==> config.mk <==
export PLATFORM = sky130hd
export DESIGN_NAME = perm_lane_out
export DESIGN_NICKNAME = d
export VERILOG_FILES = /design/src/rtl/perm_pkg.sv /design/src/rtl/lane_xy_cnt.sv /design/src/rtl/perm_lane_out.sv
export SDC_FILE = /design/constraint.sdc
export NUM_CORES = 1
export LEC_CHECK = 0
export ABC_AREA = 1
export BUFFER_PORTS_ARGS = -buffer_cell sky130_fd_sc_hd__buf_2
export CAP_MARGIN = 20
export CELL_PAD_IN_SITES_DETAIL_PLACEMENT = 0
export CELL_PAD_IN_SITES_GLOBAL_PLACEMENT = 1
export CORE_MARGIN = 4
export CORE_UTILIZATION = 37
export DETAILED_ROUTE_END_ITERATION = 8
export PLACE_DENSITY_LB_ADDON = 0.15
export SLEW_MARGIN = 25
export SYNTH_ARGS = -nofsm -noshare
export SYNTH_HDL_FRONTEND = slang
export SYNTH_SLANG_ARGS = --single-unit
==> constraint.sdc <==
create_clock -name clk -period 3.8 [get_ports clk]
set_input_delay 0.19 -clock clk [delete_from_list [all_inputs] [get_ports clk]]
set_output_delay 0.19 -clock clk [all_outputs]
set_load 0.02 [all_outputs]
==> src/rtl/perm_pkg.sv <==
// Shared definitions for the permutation datapath: lane and coordinate
// types, state encoding and the state geometry (5x5 lanes).
package perm_pkg;

   localparam int LANE_W     = 64;
   localparam int NLANES_MAX = 25;
   localparam int IDX_W      = 5;

   typedef logic [LANE_W-1:0] lane_t;
   typedef logic [2:0]        coord_t;
   typedef logic [IDX_W-1:0]  idx_t;

   typedef enum logic {
      IDLE = 1'b0,
      SEND = 1'b1
   } state_t;

endpackage

==> src/rtl/lane_xy_cnt.sv <==
// x-fastest 5x5 lane coordinate counter. Walks (0,0),(1,0)..(4,0),(0,1)..(4,4),
// tracking the linear lane index alongside so a caller can learn when the
// current coordinate is the lane at a programmable index.
module lane_xy_cnt
   import perm_pkg::*;
(
   input  logic   clk,
   input  logic   rst,
   input  logic   clr_i,
   input  logic   en_i,
   input  idx_t   last_idx_i,
   output coord_t x_o,
   output coord_t y_o,
   output logic   last_o
);

   coord_t x_q, x_d;
   coord_t y_q, y_d;
   idx_t   idx_q, idx_d;

   // Next coordinate: clear wins over enable; x wraps at 4 and carries into y.
   always_comb begin
      // NOTE: every output of a combinational block gets a default first so
      // no path leaves it unassigned and no latch is inferred.
      x_d   = x_q;
      y_d   = y_q;
      idx_d = idx_q;
      if (clr_i) begin
         x_d   = '0;
         y_d   = '0;
         idx_d = '0;
      end else if (en_i) begin
         idx_d = idx_q + 1'b1;
         if (x_q == coord_t'(4)) begin
            x_d = '0;
            y_d = (y_q == coord_t'(4)) ? '0 : y_q + 1'b1;
         end else begin
            x_d = x_q + 1'b1;
         end
      end
   end

   // Coordinate and index registers.
   always_ff @(posedge clk or negedge rst) begin
      if (!rst) begin
         x_q   <= '0;
         y_q   <= '0;
         idx_q <= '0;
      end else begin
         x_q   <= x_d;
         y_q   <= y_d;
         idx_q <= idx_d;
      end
   end

   assign x_o    = x_q;
   assign y_o    = y_q;
   assign last_o = (idx_q == last_idx_i);

endmodule

==> src/rtl/perm_lane_out.sv <==
// Lane-stream transmitter: on start, reads the first NLANES lanes of the 5x5
// state from a lane memory read port in x-fastest order and streams them on
// pushout/firstout/dout with stopout backpressure. busy stays high while the
// read port is owned, and done pulses once after the last lane is accepted.
module perm_lane_out #(
   parameter int NLANES = 25,
   parameter int LANE_W = 64
) (
   input  logic              clk,
   input  logic              rst,
   input  logic              start,
   output logic              busy,
   output logic              done,
   output logic [2:0]        rx,
   output logic [2:0]        ry,
   input  logic [LANE_W-1:0] rd,
   output logic              pushout,
   input  logic              stopout,
   output logic              firstout,
   output logic [LANE_W-1:0] dout
);

   import perm_pkg::*;

   localparam idx_t LAST_IDX = idx_t'(NLANES - 1);

   state_t              state_q;
   logic                pushout_q;
   logic                firstout_q;
   logic                busy_q;
   logic                done_q;
   logic                last_out_q;   // lane currently in dout is the final one
   logic [LANE_W-1:0]   dout_q;

   logic   le;
   logic   cnt_clr;
   logic   cnt_en;
   logic   cnt_last;
   coord_t cnt_x;
   coord_t cnt_y;

   // The output register may load whenever it is empty or being drained.
   assign le = !pushout_q || !stopout;

   // Read-address control: step to the next lane after each load unless the
   // lane just read is the last one, so the address never touches a lane
   // beyond NLANES; return to (0,0) when the burst finishes.
   always_comb begin
      cnt_clr = 1'b0;
      cnt_en  = 1'b0;
      case (state_q)
         IDLE: begin
            if (start) begin
               cnt_en = !cnt_last;
            end
         end
         SEND: begin
            if (le) begin
               if (last_out_q) begin
                  cnt_clr = 1'b1;
               end else begin
                  cnt_en = !cnt_last;
               end
            end
         end
         default: begin
            cnt_clr = 1'b1;
         end
      endcase
   end

   lane_xy_cnt u_cnt (
      .clk        (clk),
      .rst        (rst),
      .clr_i      (cnt_clr),
      .en_i       (cnt_en),
      .last_idx_i (LAST_IDX),
      .x_o        (cnt_x),
      .y_o        (cnt_y),
      .last_o     (cnt_last)
   );

   // Burst FSM with registered stream outputs.
   always_ff @(posedge clk or negedge rst) begin
      if (!rst) begin
         state_q    <= IDLE;
         pushout_q  <= 1'b0;
         firstout_q <= 1'b0;
         busy_q     <= 1'b0;
         done_q     <= 1'b0;
         last_out_q <= 1'b0;
         dout_q     <= '0;
      end else begin
         // NOTE: state registers use non-blocking assignments so every
         // register samples the pre-edge values regardless of statement order.
         done_q <= 1'b0;
         case (state_q)
            IDLE: begin
               if (start) begin
                  dout_q     <= rd;
                  pushout_q  <= 1'b1;
                  firstout_q <= 1'b1;
                  busy_q     <= 1'b1;
                  last_out_q <= cnt_last;
                  state_q    <= SEND;
               end
            end
            SEND: begin
               if (le) begin
                  if (last_out_q) begin
                     pushout_q  <= 1'b0;
                     firstout_q <= 1'b0;
                     busy_q     <= 1'b0;
                     done_q     <= 1'b1;
                     last_out_q <= 1'b0;
                     state_q    <= IDLE;
                  end else begin
                     dout_q     <= rd;
                     firstout_q <= 1'b0;
                     last_out_q <= cnt_last;
                  end
               end
            end
            default: begin
               state_q <= IDLE;
            end
         endcase
      end
   end

   assign busy     = busy_q;
   assign done     = done_q;
   assign rx       = cnt_x;
   assign ry       = cnt_y;
   assign pushout  = pushout_q;
   assign firstout = firstout_q;
   assign dout     = dout_q;

endmodule

Word-level counts from Yosys, hierarchy flattened. Index checks and enable logic that the tools add are counted.

Bitwise operators: 1. Add/subtract/negate cells: 3. Muxes and demuxes: 34. Reduce and logical (&&, ||, !) cells: 10. Eq/ne operators: 7.

Operators by type and width (count): 2-to-1 mux 64 bit (3); one-hot mux 64 bit (2 select lines) (1); 2-to-1 mux 3 bit (7); 2-to-1 mux 1 bit (16); 2-to-1 mux 5 bit (2); one-hot mux 1 bit (2 select lines) (5); adder 3 x 1 -> 3 bit, second input constant (2); == test 3 bit, second input constant (2); AND reduction 3 bit (2); adder 5 x 1 -> 5 bit, second input constant (1); == test 5 bit, second input constant (1); != test 2 x 1 -> 1 bit, second input constant (2); != test 2 bit, second input constant (2); AND reduction 2 bit (2); nonzero test 2 bit (2); logical NOT 1 bit (3); logical OR 1 bit (1); NOT 1 bit (1).

Register bits after elaboration: 80. Logic and storage cells: 64.

Depth between registers and ports, before layout.
Word-level depth: 7. Gate-level depth with buffers: 10.

Modules after synthesis. From an unflattened synthesis, not the netlist that was laid out.

Cells, all modules: 404. Area, all modules: 3692.3 um^2.

By module, submodules not included: perm_lane_out (instances 1, area an instance 3029.2 um^2, seq. area each 1726.7 um^2, cells an instance 319); lane_xy_cnt (instances 1, area an instance 663.1 um^2, seq. area each 275.3 um^2, cells an instance 85).

Worst setup path before layout. No wires, ideal clock.

Path type: reg2reg. Start point: reg u_cnt.idx_q[0]. End point: reg u_cnt.x_q[2] (netlist: u_cnt.x_o[2]). Data required time: 3680 ps. Buffers on the path: 1. Arrival time: 1188 ps. Setup slack: 2493 ps. Stages on the path, launching flop included: 11. Clock period less this slack: 1307 ps. Path through: dfrtp_1 > inv_1 > ha_1 > inv_1 > nor2_1 > nand2_1 > nand3_2 > nand2_2 > buf_4 > nand3_1 > nand2_1.

Word-level cells in the longest chain between the ends: 6. Elaborated cells between the ends (all ways): 7. Those cells by class: eq/ne (1); mux (4); reduce/logical (2).

Ends and longest elaborated chain: start, declared (line lane_xy_cnt.sv:19) `idx_t idx_q, idx_d;`; start signal, assigned (line lane_xy_cnt.sv:52) `idx_q <= idx_d;`; == test 5 bit * (line lane_xy_cnt.sv:58) `assign last_o = (idx_q == last_idx_i);`; logical NOT 1 bit * (line perm_lane_out.sv:54, perm_lane_out.sv:62); 2-to-1 mux 1 bit (line perm_lane_out.sv:59) `if (last_out_q) begin`; 2-to-1 mux 1 bit (line perm_lane_out.sv:58) `if (le) begin`; one-hot mux 1 bit (2 select lines) * (line perm_lane_out.sv:51) `case (state_q)`; nonzero test 2 bit (no source line) *; end signal, assigned (line lane_xy_cnt.sv:46) `x_q <= '0;`; end signal, assigned (line lane_xy_cnt.sv:50) `x_q <= x_d;`; end, declared (line lane_xy_cnt.sv:17) `coord_t x_q, x_d;`.

Every way passes the cells marked *; elsewhere a longest branch is shown, timed or not. A chain may end at the register's enable or synchronous reset.

==> out/metrics.json <==
{
  "place": {
    "gp_routability_congestion": 0.759,
    "placedInstanceArea_sq_um": 4160,
    "count_of_input_and_output_buffers": 141,
    "post_detail_place_hpwl_mm": 6.18
  },
  "worst_setup_path": {
    "path_cells": "nand3_2 -> nand2_2 -> buf_4 -> nand2_1 -> nand2_1",
    "timing.critical_path.mode_cell": "sky130_fd_sc_hd__nand2_1",
    "required_ns": 4.08,
    "worstSetupStartpointType": "register",
    "critPathArrivalTime_ns": 2.22,
    "timing.critical_path.fanout_max": 55,
    "rr_startpoint": "busy$_DFFE_PN0P_",
    "timing.critical_path.from": "busy$_DFFE_PN0P_",
    "capture_instance_of_the_worst_register_to_register_path": "dout[59]$_DFFE_PN0P_",
    "cp_class": "register to register",
    "worst_setup_path_end_kind": "register",
    "reg2reg_path_depth": 5,
    "worst-r2r-setup-slack_ns": 1.87,
    "critPathMaxStageDelay_ns": 0.52,
    "cpMaxStageDelayCell": "sky130_fd_sc_hd__buf_4"
  },
  "die": {
    "die_width_um": 104,
    "die_area_sq_um": 10800,
    "initial_core_util": 0.385,
    "rows": 34,
    "die_h_um": 104,
    "io_pins": 142,
    "floorplan_core_area_sq_um": 8810
  },
  "job": {
    "maxCapViolations": 0
  },
  "timing": {
    "rsz0062_at_grt": "no",
    "timing.final.setup_violations": 0,
    "max_clock_freq_ghz": 0.517,
    "count_of_final_max_slew_check_failures": 0,
    "finalHoldViolCount": 0,
    "timing.final.crit_period_ns": 1.93,
    "timing.hold.ws_ns": 0.0635,
    "timing.final.crit_share": 0.509,
    "finalSetupTns_ns": 0,
    "max_slew.worst_pin.slew_ns": 0.588,
    "maxSlewHeadroom": 0.608,
    "timing.clock.skew_ns": 0.0145
  },
  "route": {
    "num_vias": 2958,
    "post_drt_wl_per_cell_um": 14.4,
    "antenna_violating_nets_post_route": 0,
    "vias_per_cell": 4.70,
    "residual_drc_count": 0,
    "detailedRoute.firstPassIterationCount": 4,
    "number_of_violations_reported_at_the_end_of_detailed_routing_iteration_0": 179,
    "detail_route.wirelength_mm": 9.10
  },
  "cts": {
    "clock_tree.root_cell": "sky130_fd_sc_hd__clkbuf_8",
    "htreeDepth": 3,
    "post-cts-setup-buffers": 0,
    "cts_inserted_buffers": 9,
    "clk_latency_ns": 0.35,
    "tritoncts": "built",
    "clk_pin_slew_worst_paths_ns": 0.09,
    "clock-sinks": 80,
    "clk_path_buf_depth": 2
  },
  "synth": {
    "netlist_instances": 384,
    "ys_seq_area_frac": 0.591,
    "number_of_nets_produced_by_synthesis": 458,
    "area_of_the_mapped_netlist_sq_um": 3390,
    "yosys_register_bits": 80,
    "synth.lib_cells_used.distinct": 18,
    "synth.avg_cell_area_sq_um": 8.83,
    "ys.warnings.count": 0
  },
  "hold_path": {
    "min_to": "dout[30]$_DFFE_PN0P_",
    "hold_path.class": "input pin to register",
    "instance_count_along_the_most_critical_hold_path": 3,
    "hold_path.startpoint": "rd[30]"
  },
  "finish": {
    "final_layout_size_suffix_gt1_frac": 0.320,
    "area.growth.synth_to_final_pct": 29.1,
    "antenna-diode-count": 0,
    "num-fill-cells": 873,
    "final_net_count": 592,
    "finish.instance_area_sq_um": 4380
  },
  "grt": {
    "track_usage": 0.168,
    "grt_max_degree": 56,
    "first_pass_grt_wire_length_mm": 14.8,
    "number_of_antenna_violations_at_the_first_check_in_global_routing": 0,
    "first_global_vias": 2916,
    "globalRoute.totalOverflow": 0
  },
  "pwr": {
    "internal-power_mw": 2.11,
    "power.static_leakage_nw": 2.56,
    "sw_frac_of_total": 0.440,
    "net-switching-power_mw": 1.66,
    "p_clk_frac": 0.175,
    "irDropWorstVdd_mv": 0.305,
    "pwr-share-comb": 0.442,
    "power.density_cell_area_nw_per_um2": 863,
    "sequential_fraction_of_design_power": 0.383
  },
  "outcome": {
    "outcome": "complete, no violations"
  }
}
worst max-delay path by stage:
| stage | to | depth (start not counted) | slack (ns) |
|---|---|---|---|
| after CTS | dout[3]$_DFFE_PN0P_ | 5 | 1.82 |
| after detailed placement | dout[32]$_DFFE_PN0P_ | 5 | 1.84 |
| after global placement | dout[17]$_DFFE_PN0P_ | 5 | 1.91 |
| after global routing | dout[3]$_DFFE_PN0P_ | 5 | 1.65 |
| final | dout[59]$_DFFE_PN0P_ | 5 | 1.87 |
| after floorplan | u_cnt.x_o[2]$_DFFE_PN0P_ | 10 | 2.49 |
power groups by stage:
stage / clock [mW] / combinational [mW] / sequential (mW)
after global placement: 0 / 1.67 / 1.47
after CTS: 0.676 / 1.70 / 1.45
after global routing: 0.706 / 1.85 / 1.50
after detailed placement: 0 / 1.70 / 1.46
final: 0.660 / 1.67 / 1.45
after floorplan: 0 / 0.708 / 1.88
cell families (layout without fill, tap and decap cells):
group                    count (synthesis)  count (layout)  share of synthesized area
flip-flops                              80              80                      0.591
AND/OR/NAND/NOR                        245             245                      0.303
multiplexers                             1               1                    0.00295
XOR/XNOR                                 5               5                     0.0129
AO/OA/AOI/OAI                            5               5                    0.00812
buffers and inverters                   42             180                     0.0602
adder cells (fa/ha/maj)                  6               6                     0.0221
registers in the layout (all words and copies together), names as in the netlist:
register,cells
last_out_q,1
busy,1
u_cnt.y_o,3
done,1
firstout,1
state_q,1
dout,64
u_cnt.idx_q,5
u_cnt.x_o,3
repair_timing:
item | 4_1_cts | 5_1_grt
resized for setup | 0 | 0
hold endpoints to repair | 32 | 0
hold buffers | 1 | 0
worst max-delay path, delay by kind of cell, from the launching register on:
kind	cells	cell delay (ns)
simple gates	4	0.86
buf+inv	1	0.52
flops	1	0.45
per-layer routing:
metal  track usage  up-vias  share of wire
met5             0        -              0
met4        0.0617        0          0.010
met3        0.0379        7          0.050
met2         0.267       78           0.48
met1         0.227     1396           0.46
li1              -     1477              -
cell usage in the layout (no fill, tap or decap):
cell type                       synthesis  final
sky130_fd_sc_hd__a21oi_1                1      1
sky130_fd_sc_hd__buf_16                 0      1
sky130_fd_sc_hd__buf_2                 13    140
sky130_fd_sc_hd__buf_4                  8      4
sky130_fd_sc_hd__bufinv_16              0      1
sky130_fd_sc_hd__clkbuf_8               0     12
sky130_fd_sc_hd__clkinv_2               0      2
sky130_fd_sc_hd__dfrtp_1               80     80
sky130_fd_sc_hd__dlygate4sd3_1          0      1
sky130_fd_sc_hd__ha_1                   6      6
sky130_fd_sc_hd__inv_1                 18     18
sky130_fd_sc_hd__inv_2                  1      1
sky130_fd_sc_hd__mux2i_1                1      1
sky130_fd_sc_hd__nand2_1              161    159
sky130_fd_sc_hd__nand2_2                2      4
sky130_fd_sc_hd__nand3_1               77     76
sky130_fd_sc_hd__nand3_2                1      2
sky130_fd_sc_hd__nor2_1                 4      4
sky130_fd_sc_hd__o21ai_0                2      2
sky130_fd_sc_hd__o22ai_1                2      2
sky130_fd_sc_hd__xnor2_1                2      2
sky130_fd_sc_hd__xor2_1                 3      3
synthesized netlist by cell type:
library cell | count | area, sq um
sky130_fd_sc_hd__mux2i_1 | 1 | 10.0
sky130_fd_sc_hd__nand3_2 | 1 | 10.0
sky130_fd_sc_hd__dfrtp_1 | 80 | 2000
sky130_fd_sc_hd__nand3_1 | 77 | 385
sky130_fd_sc_hd__clkbuf_1 | 2 | 7.51
sky130_fd_sc_hd__nand2_1 | 161 | 604
sky130_fd_sc_hd__nor2_1 | 4 | 15.0
sky130_fd_sc_hd__xor2_1 | 3 | 26.3
sky130_fd_sc_hd__nand2_2 | 2 | 12.5
sky130_fd_sc_hd__o21ai_0 | 2 | 10.0
sky130_fd_sc_hd__buf_4 | 8 | 60.1
sky130_fd_sc_hd__xnor2_1 | 2 | 17.5
sky130_fd_sc_hd__a21oi_1 | 1 | 5.00
sky130_fd_sc_hd__inv_2 | 1 | 3.75
sky130_fd_sc_hd__buf_2 | 13 | 65.1
sky130_fd_sc_hd__o22ai_1 | 2 | 12.5
sky130_fd_sc_hd__ha_1 | 6 | 75.1
sky130_fd_sc_hd__inv_1 | 18 | 67.6
per-stage QoR:
stage | utilization | cells | total power [mW] | setup slack, ns
finish | 0.497 | 630 | 3.78 | 1.87
global route | 0.497 | 630 | 4.06 | 1.65
detailed placement | 0.472 | 614 | 3.16 | 1.84
floorplan | - | 384 | 2.59 | 2.49
CTS | 0.497 | 630 | 3.83 | 1.82
global placement | 0.469 | 613 | 3.13 | 1.91
cell type report:
cell class              count  area, sq um  share of cell area
flip-flops and latches     80         2000               0.458
clock inverters             3         40.0             0.00915
clock buffers              12          165              0.0377
multi-input cells         262         1190               0.273
well taps                 108          135              0.0309
repair buffers            146          768               0.176
inverters                  19         71.3              0.0163
(Power assumes the default switching activity.)
